## config.mk

```make
export PLATFORM = sky130hd
export DESIGN_NAME = rf_ex_ctrl
export DESIGN_NICKNAME = d
export VERILOG_FILES = /design/src/rtl/looper_pipe_pkg.sv /design/src/rtl/sat_cnt16.sv /design/src/rtl/rf_ex_ctrl.sv
export SDC_FILE = /design/constraint.sdc
export NUM_CORES = 1
export LEC_CHECK = 0
export ABC_AREA = 1
export ABC_CLOCK_PERIOD_IN_PS = 3800
export CELL_PAD_IN_SITES_DETAIL_PLACEMENT = 0
export CELL_PAD_IN_SITES_GLOBAL_PLACEMENT = 1
export CORE_MARGIN = 10
export CORE_UTILIZATION = 30
export CTS_BUF_LIST = sky130_fd_sc_hd__clkbuf_2
export DETAILED_ROUTE_END_ITERATION = 6
export PLACE_DENSITY_LB_ADDON = 0.08
export SETUP_SLACK_MARGIN = 0.05
export SLEW_MARGIN = 20
export SYNTH_ARGS = -nofsm -noshare
export SYNTH_HDL_FRONTEND = slang
export SYNTH_SLANG_ARGS = --single-unit
export TNS_END_PERCENT = 10
```

## constraint.sdc

```tcl
create_clock -name clk -period 3.8 [get_ports clk]
set_input_delay 0.76 -clock clk [delete_from_list [all_inputs] [get_ports clk]]
set_output_delay 0.76 -clock clk [all_outputs]
set_load 0.005 [all_outputs]
```

## src/rtl/looper_pipe_pkg.sv

```systemverilog
// ---------------------------------------------------------------------------
// looper_pipe_pkg
// Shared definitions for the RF->EX pipeline control logic:
//   - ctrl_state_e : EX-stage control FSM state encoding (RUN/MULT/MEM/FLUSH)
//   - fu_idx_e     : bit positions of each functional unit in issue-valid vectors
//   - MULT_LAT_MIN / MULT_LAT_MAX : legal bounds of the multiply latency
//   - MULT_CNT_W   : width of the multiply down-counter
//   - mult_load()  : counter preload value for a given multiply latency
// ---------------------------------------------------------------------------
package looper_pipe_pkg;

    typedef enum logic [1:0] {
        ST_RUN   = 2'd0,
        ST_MULT  = 2'd1,
        ST_MEM   = 2'd2,
        ST_FLUSH = 2'd3
    } ctrl_state_e;

    typedef enum int unsigned {
        FU_ALU1 = 0,
        FU_ALU2 = 1,
        FU_MULT = 2,
        FU_ADDR = 3
    } fu_idx_e;

    localparam int MULT_LAT_MIN = 2;
    localparam int MULT_LAT_MAX = 8;

    // Counter only ever holds MULT_LAT-1, i.e. at most MULT_LAT_MAX-1 = 7.
    localparam int MULT_CNT_W = 3;

    // The capture cycle itself is the first EX cycle of a multiply, so the
    // counter is preloaded with the number of remaining cycles.
    function automatic logic [MULT_CNT_W-1:0] mult_load(input int lat);
        return MULT_CNT_W'(lat - 1);
    endfunction

endpackage

```

## src/rtl/sat_cnt16.sv

```systemverilog
// ---------------------------------------------------------------------------
// sat_cnt16
// 16-bit up-counter that sticks at 16'hFFFF instead of wrapping.
// Ports:
//   i_clk : clock, rising edge
//   i_clr : asynchronous active-high clear to zero
//   i_inc : count enable, one increment per cycle while high
//   o_cnt : current count
// ---------------------------------------------------------------------------
module sat_cnt16 (
    input  logic        i_clk,
    input  logic        i_clr,
    input  logic        i_inc,
    output logic [15:0] o_cnt
);

    logic [15:0] r_cnt;

    always_ff @(posedge i_clk or posedge i_clr) begin
        if (i_clr) begin
            r_cnt <= '0;
        end else if (i_inc && (r_cnt != 16'hFFFF)) begin
            r_cnt <= r_cnt + 16'd1;
        end
    end

    assign o_cnt = r_cnt;

endmodule

```

## src/rtl/rf_ex_ctrl.sv

```systemverilog
// ---------------------------------------------------------------------------
// rf_ex_ctrl
// Control for the RF_EX pipeline register: holds it while a multi-cycle
// multiply or an outstanding data-memory access occupies EX, inserts a single
// bubble on a branch-mispredict flush, and counts stalled cycles.
// Parameter:
//   MULT_LAT   : total EX cycles of a multiply (2..8)
// Ports:
//   clk        : clock, rising edge
//   rst        : asynchronous active-high reset
//   issue_vld  : per-FU valid from RF (bit0 alu1, bit1 alu2, bit2 mult, bit3 addr)
//   addr_mem_op: addr-unit instruction is a load/store
//   dcache_rdy : data memory finished the outstanding access
//   flush      : mispredict flush, highest priority
//   rf_ex_en   : write enable for all RF_EX flops
//   fu_vld_out : gated valid bits written into RF_EX
//   stall_up   : hold request to issue/RF
//   ctrl_state : FSM state (debug)
//   stall_cnt  : saturating stalled-cycle count
// ---------------------------------------------------------------------------
module rf_ex_ctrl
    import looper_pipe_pkg::*;
#(
    parameter int MULT_LAT = 3
) (
    input  logic        clk,
    input  logic        rst,
    input  logic [3:0]  issue_vld,
    input  logic        addr_mem_op,
    input  logic        dcache_rdy,
    input  logic        flush,
    output logic        rf_ex_en,
    output logic [3:0]  fu_vld_out,
    output logic        stall_up,
    output logic [1:0]  ctrl_state,
    output logic [15:0] stall_cnt
);

    generate
        if ((MULT_LAT < MULT_LAT_MIN) || (MULT_LAT > MULT_LAT_MAX)) begin : g_bad_lat
            $error("rf_ex_ctrl: MULT_LAT out of range");
        end
    endgenerate

    localparam logic [MULT_CNT_W-1:0] LP_MULT_LOAD = mult_load(MULT_LAT);

    ctrl_state_e           r_state;
    logic [MULT_CNT_W-1:0] r_mult_cnt;
    logic                  r_mem_pend;

    ctrl_state_e           w_state_nxt;
    logic [MULT_CNT_W-1:0] w_mult_cnt_nxt;
    logic                  w_mem_pend_nxt;
    logic                  w_capture;
    logic                  w_mem_cap;

    // rf_ex_en is always 1 in RUN, so capture reduces to RUN and no flush.
    assign w_capture = (r_state == ST_RUN) && !flush;
    assign w_mem_cap = w_capture && issue_vld[FU_ADDR] && addr_mem_op;

    always_ff @(posedge clk or posedge rst) begin
        if (rst) begin
            r_state    <= ST_RUN;
            r_mult_cnt <= '0;
            r_mem_pend <= 1'b0;
        end else begin
            r_state    <= w_state_nxt;
            r_mult_cnt <= w_mult_cnt_nxt;
            r_mem_pend <= w_mem_pend_nxt;
        end
    end

    always_comb begin
        w_state_nxt    = r_state;
        w_mult_cnt_nxt = r_mult_cnt;
        w_mem_pend_nxt = r_mem_pend;

        case (r_state)
            ST_RUN: begin
                if (w_capture) begin
                    if (issue_vld[FU_MULT]) begin
                        w_state_nxt    = ST_MULT;
                        w_mult_cnt_nxt = LP_MULT_LOAD;
                    end else if (w_mem_cap && !dcache_rdy) begin
                        w_state_nxt = ST_MEM;
                    end
                end
                if (w_mem_cap) begin
                    w_mem_pend_nxt = 1'b1;
                end
            end
            ST_MULT: begin
                w_mult_cnt_nxt = r_mult_cnt - 1'b1;
                if (r_mult_cnt == MULT_CNT_W'(1)) begin
                    // A memory access captured alongside the multiply is only
                    // waited on if it has not already completed meanwhile.
                    w_state_nxt = (r_mem_pend && !dcache_rdy) ? ST_MEM : ST_RUN;
                end
            end
            ST_MEM: begin
                if (dcache_rdy) begin
                    w_state_nxt = ST_RUN;
                end
            end
            ST_FLUSH: begin
                w_state_nxt = ST_RUN;
            end
            default: begin
                w_state_nxt = ST_RUN;
            end
        endcase

        // Completion wins over a same-cycle capture: the access is done.
        if (dcache_rdy) begin
            w_mem_pend_nxt = 1'b0;
        end

        if (flush) begin
            w_state_nxt    = ST_FLUSH;
            w_mult_cnt_nxt = '0;
            w_mem_pend_nxt = 1'b0;
        end
    end

    always_comb begin
        rf_ex_en   = 1'b1;
        stall_up   = 1'b0;
        fu_vld_out = '0;
        case (r_state)
            ST_RUN: begin
                // While in reset the valids pass straight through.
                fu_vld_out = (flush && !rst) ? 4'b0000 : issue_vld;
            end
            ST_MULT, ST_MEM: begin
                rf_ex_en = 1'b0;
                stall_up = 1'b1;
            end
            ST_FLUSH: begin
                stall_up = 1'b1;
            end
            default: begin
                rf_ex_en = 1'b1;
            end
        endcase
    end

    assign ctrl_state = r_state;

    sat_cnt16 u_stall_cnt (
        .i_clk (clk),
        .i_clr (rst),
        .i_inc (stall_up),
        .o_cnt (stall_cnt)
    );

endmodule

```

# ---- Yosys cells after proc, flatten, opt, wreduce, memory -nomap -nowiden
# Cells that the tools add are included.
dict set report totals {
  output_inout_bits 24
  regBits 22
  elab_cells 55
  input_bits 9
}
dict set report classes {
  addsub 2
  eq_ne 10
  n_reduce_logical 19
  muxes 20
}
# operator count
set ops {}
lappend ops {{adder 16 x 1 -> 16 bit (second input constant)} 1}
lappend ops {{inequality test 16 bit (second input constant)} 1}
lappend ops {{two-way mux 2 bit} 7}
lappend ops {{inequality test 3 bit (second input constant)} 4}
lappend ops {{two-way mux 3 bit} 3}
lappend ops {{nonzero test 3 bit} 3}
lappend ops {{two-way mux 4 bit} 2}
lappend ops {{case mux 2 bit (4 select lines)} 1}
lappend ops {{logical AND 1 bit} 7}
lappend ops {{two-way mux 1 bit} 6}
lappend ops {{case mux 3 bit (2 select lines)} 1}
lappend ops {{== test 2 bit (second input constant)} 2}
lappend ops {{inequality test 4 x 3 -> 1 bit (second input constant)} 1}
lappend ops {{AND reduction 4 bit} 1}
lappend ops {{== test 3 x 1 -> 1 bit (second input constant)} 1}
lappend ops {{logical NOT 1 bit} 3}
lappend ops {{AND reduction 3 bit} 1}
lappend ops {{OR reduction 3 bit} 1}
lappend ops {{subtractor 3 x 1 -> 3 bit (second input constant)} 1}
lappend ops {{== test 2 x 1 -> 1 bit (second input constant)} 1}
lappend ops {{logical NOT 2 bit} 1}
lappend ops {{AND reduction 2 bit} 1}
lappend ops {{OR reduction 2 bit} 1}

# ---- Depth between registers and ports, before layout
dict set report logic_depth {
  ltp_word 10
  depth_mapped 11
  depth_no_buf 10
}

# ---- Cells and area by module
# From an unflattened synthesis, not the netlist that was laid out.
dict set report unflattened {
  hier_cells 231
  hier_area_um2 1587.8
}
# mod cells_each area_per_inst_um2 instances seq_area_each_um2
set by_module_without_submodules {}
lappend by_module_without_submodules {sat_cnt16 150 1069.8 1 400.4}
lappend by_module_without_submodules {rf_ex_ctrl 81 518.0 1 150.1}

# ---- Worst setup path after synthesis
# OpenSTA, ideal clock, no wires.
dict set report synth_path {
  path_type {input -> output}
  start {input flush}
  end {output fu_vld_out[0]}
  arrival_ns 1.190
  path_slack_ns 1.850
  stages 3
  n_path_buf 0
  t_required_ns 3.040
  path_cell_list {inv_1 o21ai_0 nor2_1}
}
dict set report synth_via {
  elab_chain_cells 3
}
# element line
set synth_lines {}
lappend synth_lines {{from (decl)} rf_ex_ctrl.sv:31} ;# input logic flush,
lappend synth_lines {{logical AND 1 bit} rf_ex_ctrl.sv:132} ;# fu_vld_out = (flush && !rst) ? 4'b0000 : issue_vld;
lappend synth_lines {{two-way mux 4 bit} rf_ex_ctrl.sv:132}
lappend synth_lines {{two-way mux 4 bit} rf_ex_ctrl.sv:129} ;# case (r_state)
lappend synth_lines {{to (decl)} rf_ex_ctrl.sv:33} ;# output logic [3:0] fu_vld_out,
# No other way between the ends.

# ---- Worst setup path after layout
dict set report layout_path {
  start {input flush}
  end {output fu_vld_out[3]}
}
# Same word-level chain as after synthesis.

==> impl_metrics.ini <==
[clock_tree]
clockBufferDepth = 2
tritoncts = done
clkSinkCount = 22
cts_resized = 0
cts_setup_buffers = 0
clkLatencyLatePin_ps = 340
clk_pin_slew_ps = 230
ctsRootBufferMaster = clkbuf_2
cts_max_level = 1
hold_buffers = 0
numCtsBuffers = 3

[final_layout]
layout_common_cells = 76 x nand2_1, 32 x clkdlybuf4s50_1, 25 x inv_1
nNetsFinal = 267
diodes = 0
layout_commonest_cell = nand2_1
syn2layout_area_growth_pct = 26.3
drive_above_1_share_pct = 10.0

[routing]
vias_per_cell = 4.35
drt_wl_total_um = 3790
wl_per_cell_um = 11.9
vias = 1380
drtAntennaViolNets = 0
drt_iter0_drc = 58
drc_errors = 0
drt_first_pass_iters = 4

[power]
combPwrFrac_pct = 52.5
internal_power_mw = 0.550
irDropWorstVdd_v = 0.000348
p_leak_nw = 0.909
p_per_area_nw_per_um2 = 505
power_frac_seq_pct = 37.1
power.total_mw = 0.970
clockPowerShare_pct = 10.5
switchingPower_mw = 0.421
swShare_pct = 43.3

[global_routing]
grt_first_pass_wirelength_um = 6680
antenna_found_initial = 0
grt_remaining_overflow = 0
gr-usage-all-layers_pct = 9.45
grt_pass1_vias = 1443
grt_max_degree = 23

[timing]
tightest_slew_ps = 886
rsz0062_at_grt = false
fmax_ghz = 0.313
min_period_over_period_pct = 84.0
relSlewSlack_pct = 40.9
drv_slew = 0
fin_setup_tns_ps = 0
min_period_ps = 3190
fin_skew_ps = 3.43
hold_viol_final = 0
report.final.setup_viol = 0

[synthesis]
synth_top_family_by_area = simple AND/OR/NAND/NOR gates
synth_compound_area_share_pct = 5.27
ys_ff_latch = 22
synth_warnings = 0
yosysSeqAreaShare_pct = 36.2
syn_area_um2 = 1520
syn_nets = 232
synthCells = 216
synthMuxAreaShare_pct = 0
synth-xor-area-share_pct = 4.03
synth_cell_types = 23
synth_fa_ha_area_share_pct = 5.76
synth_area_per_cell_um2 = 7.04
synth-simple-area-share_pct = 39.8

[critical_path]
cp.arrival_ps = 2430
timing.rr.start = u_stall_cnt.o_cnt[0]
crit_fanout = 7
startpoint_type = input port
r2r_end = u_stall_cnt.o_cnt[14]
r2r_slack_ps = 2080
reg2reg_depth = 10
critPathKind = input port to output pin
cp.required_ps = 3040
cp-end-kind = output pin

[job]
cap_violations = 0

[floorplanning]
io_pins = 33
die_w_um = 91.2
start_util_pct = 31.6
die-area_um2 = 8310
num_rows = 25
core_area_um2 = 4820
die_h_um = 91.2

[place]
place_congestion = 0.800
hpwl_um = 2860
port_buffers = 32

[worst_hold_path]
hold_path.class = register to register
hold_path_startpoint = r_mult_cnt[0]
worstHoldEndpoint = r_mult_cnt[0]
min_path_cells = 1

[run_status]
status = completed
routing by layer:
layer	track usage (%)	wire length [um]	vias to the layer above
met1	10.9	1750	616
li1	-	-	732
met4	3.00	34	0
met5	0	0	-
met3	2.96	246	4
met2	16.2	1750	28
cell families after synthesis:
logic type | count (synthesis)
compound gates | 16
xor+xnor | 7
fa+ha+maj | 7
buf+inv | 31
flops | 22
simple gates | 133
critical path, stage by stage:
cell and delay [ps]:
clkdlybuf4s50_1 610, inv_1 140, o21ai_0 380, nor2_1 70, clkdlybuf4s50_1 470
sequential cells by signal, summed over array words and instances (netlist names):
register	count
ctrl_state	2
r_mem_pend	1
u_stall_cnt.o_cnt	16
r_mult_cnt	3
cells in the mapped netlist:
| cell type | instances | area (um^2) |
|---|---|---|
| nand2_1 | 76 | 285 |
| inv_1 | 25 | 93.8 |
| dfrtp_1 | 22 | 551 |
| nor2_1 | 20 | 75.1 |
| nand2_2 | 13 | 81.3 |
| nand3_1 | 10 | 50.1 |
| o21ai_0 | 10 | 50.1 |
| ha_1 | 7 | 87.6 |
| a21oi_1 | 6 | 30.0 |
| nand4_1 | 6 | 37.5 |
| xnor2_1 | 6 | 52.6 |
| buf_6 | 2 | 22.5 |
| inv_2 | 2 | 7.51 |
| nor3_1 | 2 | 10.0 |
| clkinv_2 | 1 | 5.00 |
| inv_4 | 1 | 6.26 |
| nand2_4 | 1 | 11.3 |
| nand2_8 | 1 | 20.0 |
| nand3_2 | 1 | 10.0 |
| nand3b_1 | 1 | 7.51 |
| nor2_2 | 1 | 6.26 |
| nor2_4 | 1 | 11.3 |
| xor2_1 | 1 | 8.76 |
power by group through the flow:
stage          registers, mW  logic, mW  clock network (mW)
6_report               0.360      0.509               0.102
5_1_grt                0.372      0.583               0.118
4_1_cts                0.361      0.525               0.109
3_5_place_dp           0.366      0.520                   0
3_3_place_gp           0.367      0.525                   0
2_1_floorplan          0.355      0.325                   0
cell type report:
| cell class | instances | area (um^2) |
|---|---|---|
| clock buffer | 3 | 15.0 |
| clock inverter | 1 | 3.75 |
| fill | 519 | 2900 |
| inverter | 29 | 113 |
| multi-input combinational | 163 | 835 |
| sequential | 22 | 551 |
| tap | 67 | 83.8 |
| timing repair buffer | 32 | 320 |
metrics by stage:
stage	std cells	hold slack [ps]	utilization [%]	setup slack, ps	area, um^2
after CTS	317	522	39.9	598	1920
after detailed placement	313	496	39.5	612	1900
after floorplan	216	468	-	1850	1520
after global routing	317	562	39.9	462	1920
after global placement	313	498	39.5	603	1900
final	317	515	39.9	607	1920
worst max-delay path by stage:
stage | start | to | slack (ps) | cells after the start
6_report | flush | fu_vld_out[3] | 610 | 5
4_1_cts | flush | fu_vld_out[3] | 600 | 5
2_1_floorplan | flush | fu_vld_out[0] | 1850 | 3
3_5_place_dp | flush | fu_vld_out[3] | 610 | 5
5_1_grt | flush | fu_vld_out[2] | 460 | 5
3_3_place_gp | flush | fu_vld_out[3] | 600 | 5
Note: power is estimated with default switching activity, not from simulation.
